==> src/rtl/multdiv_sequencer.sv <==
// multdiv_sequencer: sequences an R-type mul/div through the iterative
// multiply/divide unit. It stalls the pipeline while the operation runs,
// issues a one-cycle start pulse and then waits for the result. When the
// result arrives it writes it back. On an exception or a timeout it writes
// an exception code to rstatus instead.
module multdiv_sequencer #(
  parameter int unsigned TIMEOUT      = 40,
  parameter int unsigned RSTATUS_REG  = 30,
  parameter int unsigned MUL_EXC_CODE = 4,
  parameter int unsigned DIV_EXC_CODE = 5
) (
  input  logic        clock,
  input  logic        reset,
  input  logic        issue_valid,
  input  logic [4:0]  opcode,
  input  logic [4:0]  alu_op,
  input  logic [4:0]  rd,
  input  logic [31:0] operand_a,
  input  logic [31:0] operand_b,
  input  logic        flush,
  input  logic [31:0] md_result,
  input  logic        md_exception,
  input  logic        md_result_rdy,
  output logic        stall,
  output logic        md_ctrl_mult,
  output logic        md_ctrl_div,
  output logic [31:0] md_operand_a,
  output logic [31:0] md_operand_b,
  output logic        wb_we,
  output logic [4:0]  wb_reg,
  output logic [31:0] wb_data,
  output logic        busy
);

  localparam int unsigned     CNT_W       = $clog2(TIMEOUT + 1);
  localparam logic [4:0]      OP_RTYPE    = 5'b00000;
  localparam logic [4:0]      ALU_MUL     = 5'b00110;
  localparam logic [4:0]      ALU_DIV     = 5'b00111;
  localparam logic [CNT_W-1:0] CNT_LAST   = CNT_W'(TIMEOUT - 1);
  localparam logic [4:0]      RSTATUS_IDX = 5'(RSTATUS_REG);

  typedef enum logic [1:0] {
    S_IDLE  = 2'd0,
    S_START = 2'd1,
    S_WAIT  = 2'd2,
    S_DONE  = 2'd3
  } state_e;

  // Exception code for the operation type, zero-extended to a register word.
  function automatic logic [31:0] exc_code(input logic is_div);
    return is_div ? 32'(DIV_EXC_CODE) : 32'(MUL_EXC_CODE);
  endfunction

  state_e            state_q;
  logic              is_div_q;
  logic [4:0]        rd_q;
  logic [31:0]       op_a_q;
  logic [31:0]       op_b_q;
  logic [CNT_W-1:0]  cnt_q;
  logic              mult_q;
  logic              div_q;
  logic              we_q;
  logic [4:0]        wreg_q;
  logic [31:0]       wdata_q;
  logic              busy_q;
  logic              go;

  assign go = issue_valid & (opcode == OP_RTYPE)
            & ((alu_op == ALU_MUL) | (alu_op == ALU_DIV)) & ~flush;

  // Stall must act in the same cycle the instruction is seen, so it is combinational.
  assign stall = (state_q == S_START) | (state_q == S_WAIT) | ((state_q == S_IDLE) & go);

  assign md_ctrl_mult = mult_q;
  assign md_ctrl_div  = div_q;
  assign md_operand_a = op_a_q;
  assign md_operand_b = op_b_q;
  assign wb_we        = we_q;
  assign wb_reg       = wreg_q;
  assign wb_data      = wdata_q;
  assign busy         = busy_q;

  // Sequencer FSM with registered start pulses, writeback and latched operands.
  always_ff @(posedge clock) begin
    if (reset) begin
      state_q  <= S_IDLE;
      is_div_q <= 1'b0;
      rd_q     <= 5'd0;
      op_a_q   <= 32'd0;
      op_b_q   <= 32'd0;
      cnt_q    <= '0;
      mult_q   <= 1'b0;
      div_q    <= 1'b0;
      we_q     <= 1'b0;
      wreg_q   <= 5'd0;
      wdata_q  <= 32'd0;
      busy_q   <= 1'b0;
    end else begin
      // Pulse-type outputs fall back to zero unless a transition sets them.
      mult_q  <= 1'b0;
      div_q   <= 1'b0;
      we_q    <= 1'b0;
      wreg_q  <= 5'd0;
      wdata_q <= 32'd0;
      case (state_q)
        S_IDLE: begin
          if (go) begin
            state_q  <= S_START;
            is_div_q <= alu_op[0];
            rd_q     <= rd;
            op_a_q   <= operand_a;
            op_b_q   <= operand_b;
            mult_q   <= ~alu_op[0];
            div_q    <= alu_op[0];
            busy_q   <= 1'b1;
          end else begin
            state_q <= S_IDLE;
          end
        end
        S_START: begin
          // The start pulse is already on the wire this cycle, even if flushed.
          cnt_q <= '0;
          if (flush) begin
            state_q  <= S_IDLE;
            busy_q   <= 1'b0;
            is_div_q <= 1'b0;
            rd_q     <= 5'd0;
            op_a_q   <= 32'd0;
            op_b_q   <= 32'd0;
          end else begin
            state_q <= S_WAIT;
          end
        end
        S_WAIT: begin
          cnt_q <= cnt_q + CNT_W'(1);
          if (flush) begin
            state_q  <= S_IDLE;
            busy_q   <= 1'b0;
            cnt_q    <= '0;
            is_div_q <= 1'b0;
            rd_q     <= 5'd0;
            op_a_q   <= 32'd0;
            op_b_q   <= 32'd0;
          end else if (md_result_rdy) begin
            // A ready flag in the timeout cycle still delivers the real result.
            state_q <= S_DONE;
            if (md_exception) begin
              we_q    <= 1'b1;
              wreg_q  <= RSTATUS_IDX;
              wdata_q <= exc_code(is_div_q);
            end else begin
              we_q    <= (rd_q != 5'd0);
              wreg_q  <= rd_q;
              wdata_q <= md_result;
            end
          end else if (cnt_q == CNT_LAST) begin
            state_q <= S_DONE;
            we_q    <= 1'b1;
            wreg_q  <= RSTATUS_IDX;
            wdata_q <= exc_code(is_div_q);
          end else begin
            state_q <= S_WAIT;
          end
        end
        S_DONE: begin
          // Committed: flush is ignored and the held instruction advances now.
          state_q  <= S_IDLE;
          busy_q   <= 1'b0;
          cnt_q    <= '0;
          is_div_q <= 1'b0;
          rd_q     <= 5'd0;
          op_a_q   <= 32'd0;
          op_b_q   <= 32'd0;
        end
        default: begin
          state_q <= S_IDLE;
          busy_q  <= 1'b0;
          cnt_q   <= '0;
        end
      endcase
    end
  end

endmodule

==> config.mk <==
export PLATFORM = sky130hd
export DESIGN_NAME = multdiv_sequencer
export DESIGN_NICKNAME = d
export VERILOG_FILES = /design/src/rtl/multdiv_sequencer.sv
export SDC_FILE = /design/constraint.sdc
export NUM_CORES = 1
export LEC_CHECK = 0
export ABC_CLOCK_PERIOD_IN_PS = 2700
export BUFFER_PORTS_ARGS = -buffer_cell sky130_fd_sc_hd__buf_2
export CAP_MARGIN = 20
export CORE_MARGIN = 3
export CORE_UTILIZATION = 41
export DETAILED_ROUTE_END_ITERATION = 6
export PLACE_DENSITY_LB_ADDON = 0.08
export RECOVER_POWER = 25
export SLEW_MARGIN = 30
export SYNTH_ARGS = -nofsm -noshare
export SYNTH_HDL_FRONTEND = slang
export SYNTH_SLANG_ARGS = --single-unit
==> constraint.sdc <==
create_clock -name clock -period 2.7 [get_ports clock]
set_input_delay 0.135 -clock clock [delete_from_list [all_inputs] [get_ports clock]]
set_output_delay 0.135 -clock clock [all_outputs]
set_load 0.02 [all_outputs]
# == Word level (Yosys, flattened, before mapping) ==
# Index checks and enable logic that the tools add are counted.
# classes
n_eq_ne,8
mux,31
reduce_logical,9
n_addsub,1
bitwise_logic,12
# ops
operator,n
$pmux 32 s3,2
$mux 32,5
$mux 5,5
$pmux 5 s3,1
$pmux 6 s2,1
$eq 5x3->1 const B,2
$mux 1,10
$pmux 2 s4,1
$add 6x1->6 const B,1
$eq 6x6->1 const B,1
$mux 6,1
$pmux 1 s3,2
$reduce_or 3->1,2
$logic_not 5->1,1
$not 1->1,5
$reduce_bool 5->1,1
$and 1x1->1,4
$eq 2x2->1 const B,2
$mux 2,2
$reduce_or 2->1,2
$mux 3,1
$or 1x1->1,3
$eq 2x1->1 const B,1
$logic_not 2->1,1
other kinds (4),4
# totals
regBits,119
out_inout_bits,106
elab_cells,73
in_bits,117

# == Longest topological paths before layout ==
# logic_depth
ltp_word,6
ltp_mapped,9
ltp_nobuf,6

# == Least setup slack after synthesis ==
# No wires, ideal clock.
# synth_timing
path_type,register to register
from,register state_q[0]
to,register op_b_q[10] (netlist: md_operand_b[10])
setup_slack_ns,1.057
setup_ns,0.070
t_arrival_ns,1.572
required_ns,2.630
stages_incl_launch_ff,9
period_less_slack_ns,1.643
path_buffers,2
path_cell_list,dfxtp_1 inv_1 ha_1 buf_2 inv_1 a31oi_1 clkbuf_1 o21ai_0 a21oi_1
# synth_between
elab_chain_len,4
word_cells_on_any_way,9
classes_between,5 x eq/ne; 1 x mux; 3 x reduce/logical
# synth_lines
element,line_no,rtl
start: declaration,54,state_e state_q;
start signal: assignment,86,state_q <= S_IDLE;
start signal: assignment,108,state_q <= S_START;
start signal: assignment,117,state_q <= S_IDLE;
$eq 2x1->1 or $eq 2x2->1 (tied branches),105,case (state_q)
$reduce_or 2->1 (no source line),-,
$ne 2x1->1 (no source line),-,
$reduce_and 2->1 (no source line),-,
end signal: assignment,112,op_b_q <= operand_b;
end: declaration,58,logic [31:0] op_b_q;
# Several ways; a longest one is shown, not always the timed one.
# A chain may end at the register's enable or synchronous reset.

# == Worst setup path in the final report ==
# layout_timing
from,register state_q[0]
to,register op_b_q[25] (netlist: md_operand_b[25])
# The elaborated chain is that of the path after synthesis.

==> flow_metrics.py <==
metrics = {
    "status": {
        "status": "completed",
    },
    "setup_path": {
        "r2r-end": "md_operand_b[25]",
        "crit_chain": "inv_1, ha_1, inv_1, a31o_2, buf_4, nand4_1, a21oi_1",
        "crit_type": "flip-flop to flip-flop",
        "path_common_cell": "inv_1",
        "worstPathMaxFanout": 50,
        "rrSetupSlack_ns": 0.69,
        "timing.rr.start": "state_q[0]",
        "cp.arrival_ns": 2.42,
        "end_kind": "flip-flop",
        "rr_worst_depth": 7,
        "slowest_stage": "buf_4",
        "critPathMaxStageDelay_ns": 0.44,
        "critPathRequiredTime_ns": 3.11,
        "cp-start-kind": "flip-flop",
    },
    "clock_tree": {
        "insertion_delay_ns": 0.49,
        "clkSinkCount": 119,
        "cts_made_buffers": 17,
        "cts.clk_slew.worst_paths_ns": 0.06,
        "clk_path_buf_depth": 2,
        "h-tree-depth": 4,
        "tritoncts": "built",
        "ctsResizeCount": 0,
        "cts_root_buffer": "clkbuf_8",
    },
    "drt": {
        "drt_iter0_drc": 265,
        "wire_per_inst_microns": 15.7,
        "antenna_left": 0,
        "drc_errors": 0,
        "vias_per_cell": 5.16,
        "drt-total-wl_mm": 14.6,
        "firstDrtPassIters": 5,
        "vias": 4821,
    },
    "finish": {
        "layout.nets": 908,
        "drive_gt1_frac": 0.272,
        "n_antenna_cell": 0,
        "area_growth_pct": 60.9,
        "nFillCells": 844,
    },
    "place": {
        "port_buffers": 222,
        "hpwl_mm": 8.80,
        "pre_cts_ws_ns": 0.751,
        "place_congestion": 0.757,
    },
    "power_and_ir_drop": {
        "ir_drop_v": 0.000427,
        "p_leak_uw": 0.00295,
        "cellPowerDensity_nw_per_um2": 578,
    },
    "sta": {
        "max-slew-margin-rel": 0.634,
        "clock-skew-final_ns": 0.00874,
        "finalCriticalPeriod_ns": 2.01,
        "max_freq_mhz": 497,
        "finalHoldViolCount": 0,
        "worst_slew_pin_slew_ns": 0.548,
        "layout_setup_ws_ns": 0.689,
        "setup_viol": 0,
        "rsz0062_at_grt": "no",
        "holdWs_ns": 0.0358,
        "drv_slew": 0,
        "setup_tns_ns": 0,
        "fin_crit_sh": 0.745,
    },
    "grt": {
        "antenna_found_initial": 1,
        "gr-total-overflow": 0,
        "grt_start_max_net_pins": 65,
        "grt_pass1_wl_mm": 22.4,
        "grtUsageTotal": 0.234,
        "grt_pass1_vias": 4619,
    },
    "synth": {
        "postSynthAreaPerCell_sq_um": 9.16,
        "yosys_warnings": 0,
        "netlist.area_leader.share": 0.539,
        "ys_seq_elements": 119,
        "netlist_top_cells_area": "dfxtp_1, nand4_1, a21oi_1, o21ai_0, and2_1",
        "synthTopCellsByCount": "dfxtp_1, a21oi_1, o21ai_0",
        "ys.flop_type": "dfxtp_1",
        "post_synth_inst_count": 482,
        "synth-edff-count": 0,
        "async_reset_ff_frac": 0,
        "yosysMostFrequentCell": "dfxtp_1",
        "synthesis.nets": 605,
        "netlist_area_sq_um": 4420,
        "ys_seq_area_frac": 0.539,
        "yosysTopAreaCell": "dfxtp_1",
        "synth_cell_type_count": 35,
    },
    "hold_path": {
        "hp-class": "primary input to flip-flop",
        "holdCritStartpoint": "flush",
        "hold_depth": 3,
        "min_to": "state_q[0]",
    },
    "die": {
        "core_sq_um": 10400,
        "start_util": 0.424,
        "die_area_sq_um": 12100,
        "fp.dieH_microns": 110,
        "placementRows": 37,
        "io_pins": 223,
        "die_w_microns": 110,
    },
    "flow_run": {
        "cap_violations": 0,
    },
}
## kinds of logic after synthesis
group,count (synthesis),synth area share
AO/OA/AOI/OAI,150,0.173
XOR/XNOR,5,0.00992
adder cells (fa/ha/maj),6,0.0170
buffers and inverters,56,0.0615
flip-flops,119,0.539
multiplexers,2,0.00453
AND/OR/NAND/NOR,144,0.195
## metrics by stage
stage	cells	util	cell area [sq um]	total power [uW]
floorplan	482	-	4420	1820
global placement	797	0.534	5570	1920
detailed placement	797	0.534	5570	1920
CTS	934	0.689	7180	4140
global route	934	0.682	7110	4250
finish	934	0.682	7110	4110
## final cells by class
class	instances	area, sq um	area share
clock inverter	13	120	0.0169
sequential	119	2380	0.335
timing repair buffer	337	2190	0.308
inverter	3	11.3	0.00158
tap	136	170	0.0239
clock buffer	19	442	0.0621
multi-input combinational	307	1790	0.252
## where the power goes
| group | internal, uW | switching, uW | leakage (uW) |
|---|---|---|---|
| clock network | 1280 | 830 | 0.000271 |
| logic | 163 | 79.7 | 0.00172 |
| registers | 1760 | 0.301 | 0.000958 |
| total | 3200 | 910 | 0.00295 |
## how the worst max path moves through the flow
| stage | start | to | slack (ns) | cells after the start |
|---|---|---|---|---|
| after detailed placement | state_q[0] | md_operand_b[21] | 0.75 | 7 |
| final | state_q[0] | md_operand_b[25] | 0.69 | 7 |
| after global routing | state_q[0] | md_operand_b[25] | 0.56 | 7 |
| after CTS | state_q[0] | md_operand_b[11] | 0.73 | 7 |
| after global placement | flush | md_operand_b[11] | 0.85 | 6 |
| after floorplan | state_q[0] | md_operand_b[10] | 1.06 | 8 |
## layout by cell type, fill, tap and decap left out, types with 2 or more instances in the layout
cell type and count:
inv_1 3, dlygate4sd3_1 105, xor2_1 3, mux2i_1 2, nor2_1 22, nand2_1 3, buf_4 8, dfxtp_1 119
buf_12 2, clkinvlp_4 3, buf_2 166, nor4_1 2, clkbuf_8 3, clkinv_4 2, ha_1 5, nand3_1 3
and2_1 31, clkinv_2 3, clkbuf_1 56, a21oi_1 73, inv_6 4, xnor2_1 2, nand4_1 70, o21ai_0 72
clkbuf_16 16
## worst max-delay path, delay by kind of cell (launching register included)
kind	cells	cell delay (ns)
compound gates	2	0.34
simple gates	1	0.19
buf+inv	3	0.71
fa+ha+maj	1	0.30
flops	1	0.36
## layer usage
layer / global-route usage / up-vias / share of wire
met5: 0 / - / 0.00048
met4: 0.0810 / 2 / 0.012
met3: 0.0664 / 18 / 0.085
met2: 0.404 / 216 / 0.49
met1: 0.275 / 2242 / 0.41
li1: - / 2343 / -
## what timing repair did
| action | in CTS | in global routing |
|---|---|---|
| buffers inserted | 0 | 0 |
| endpoints found under the hold margin | 104 | 0 |
| hold buffers | 105 | 0 |
(Power assumes the default switching activity.)
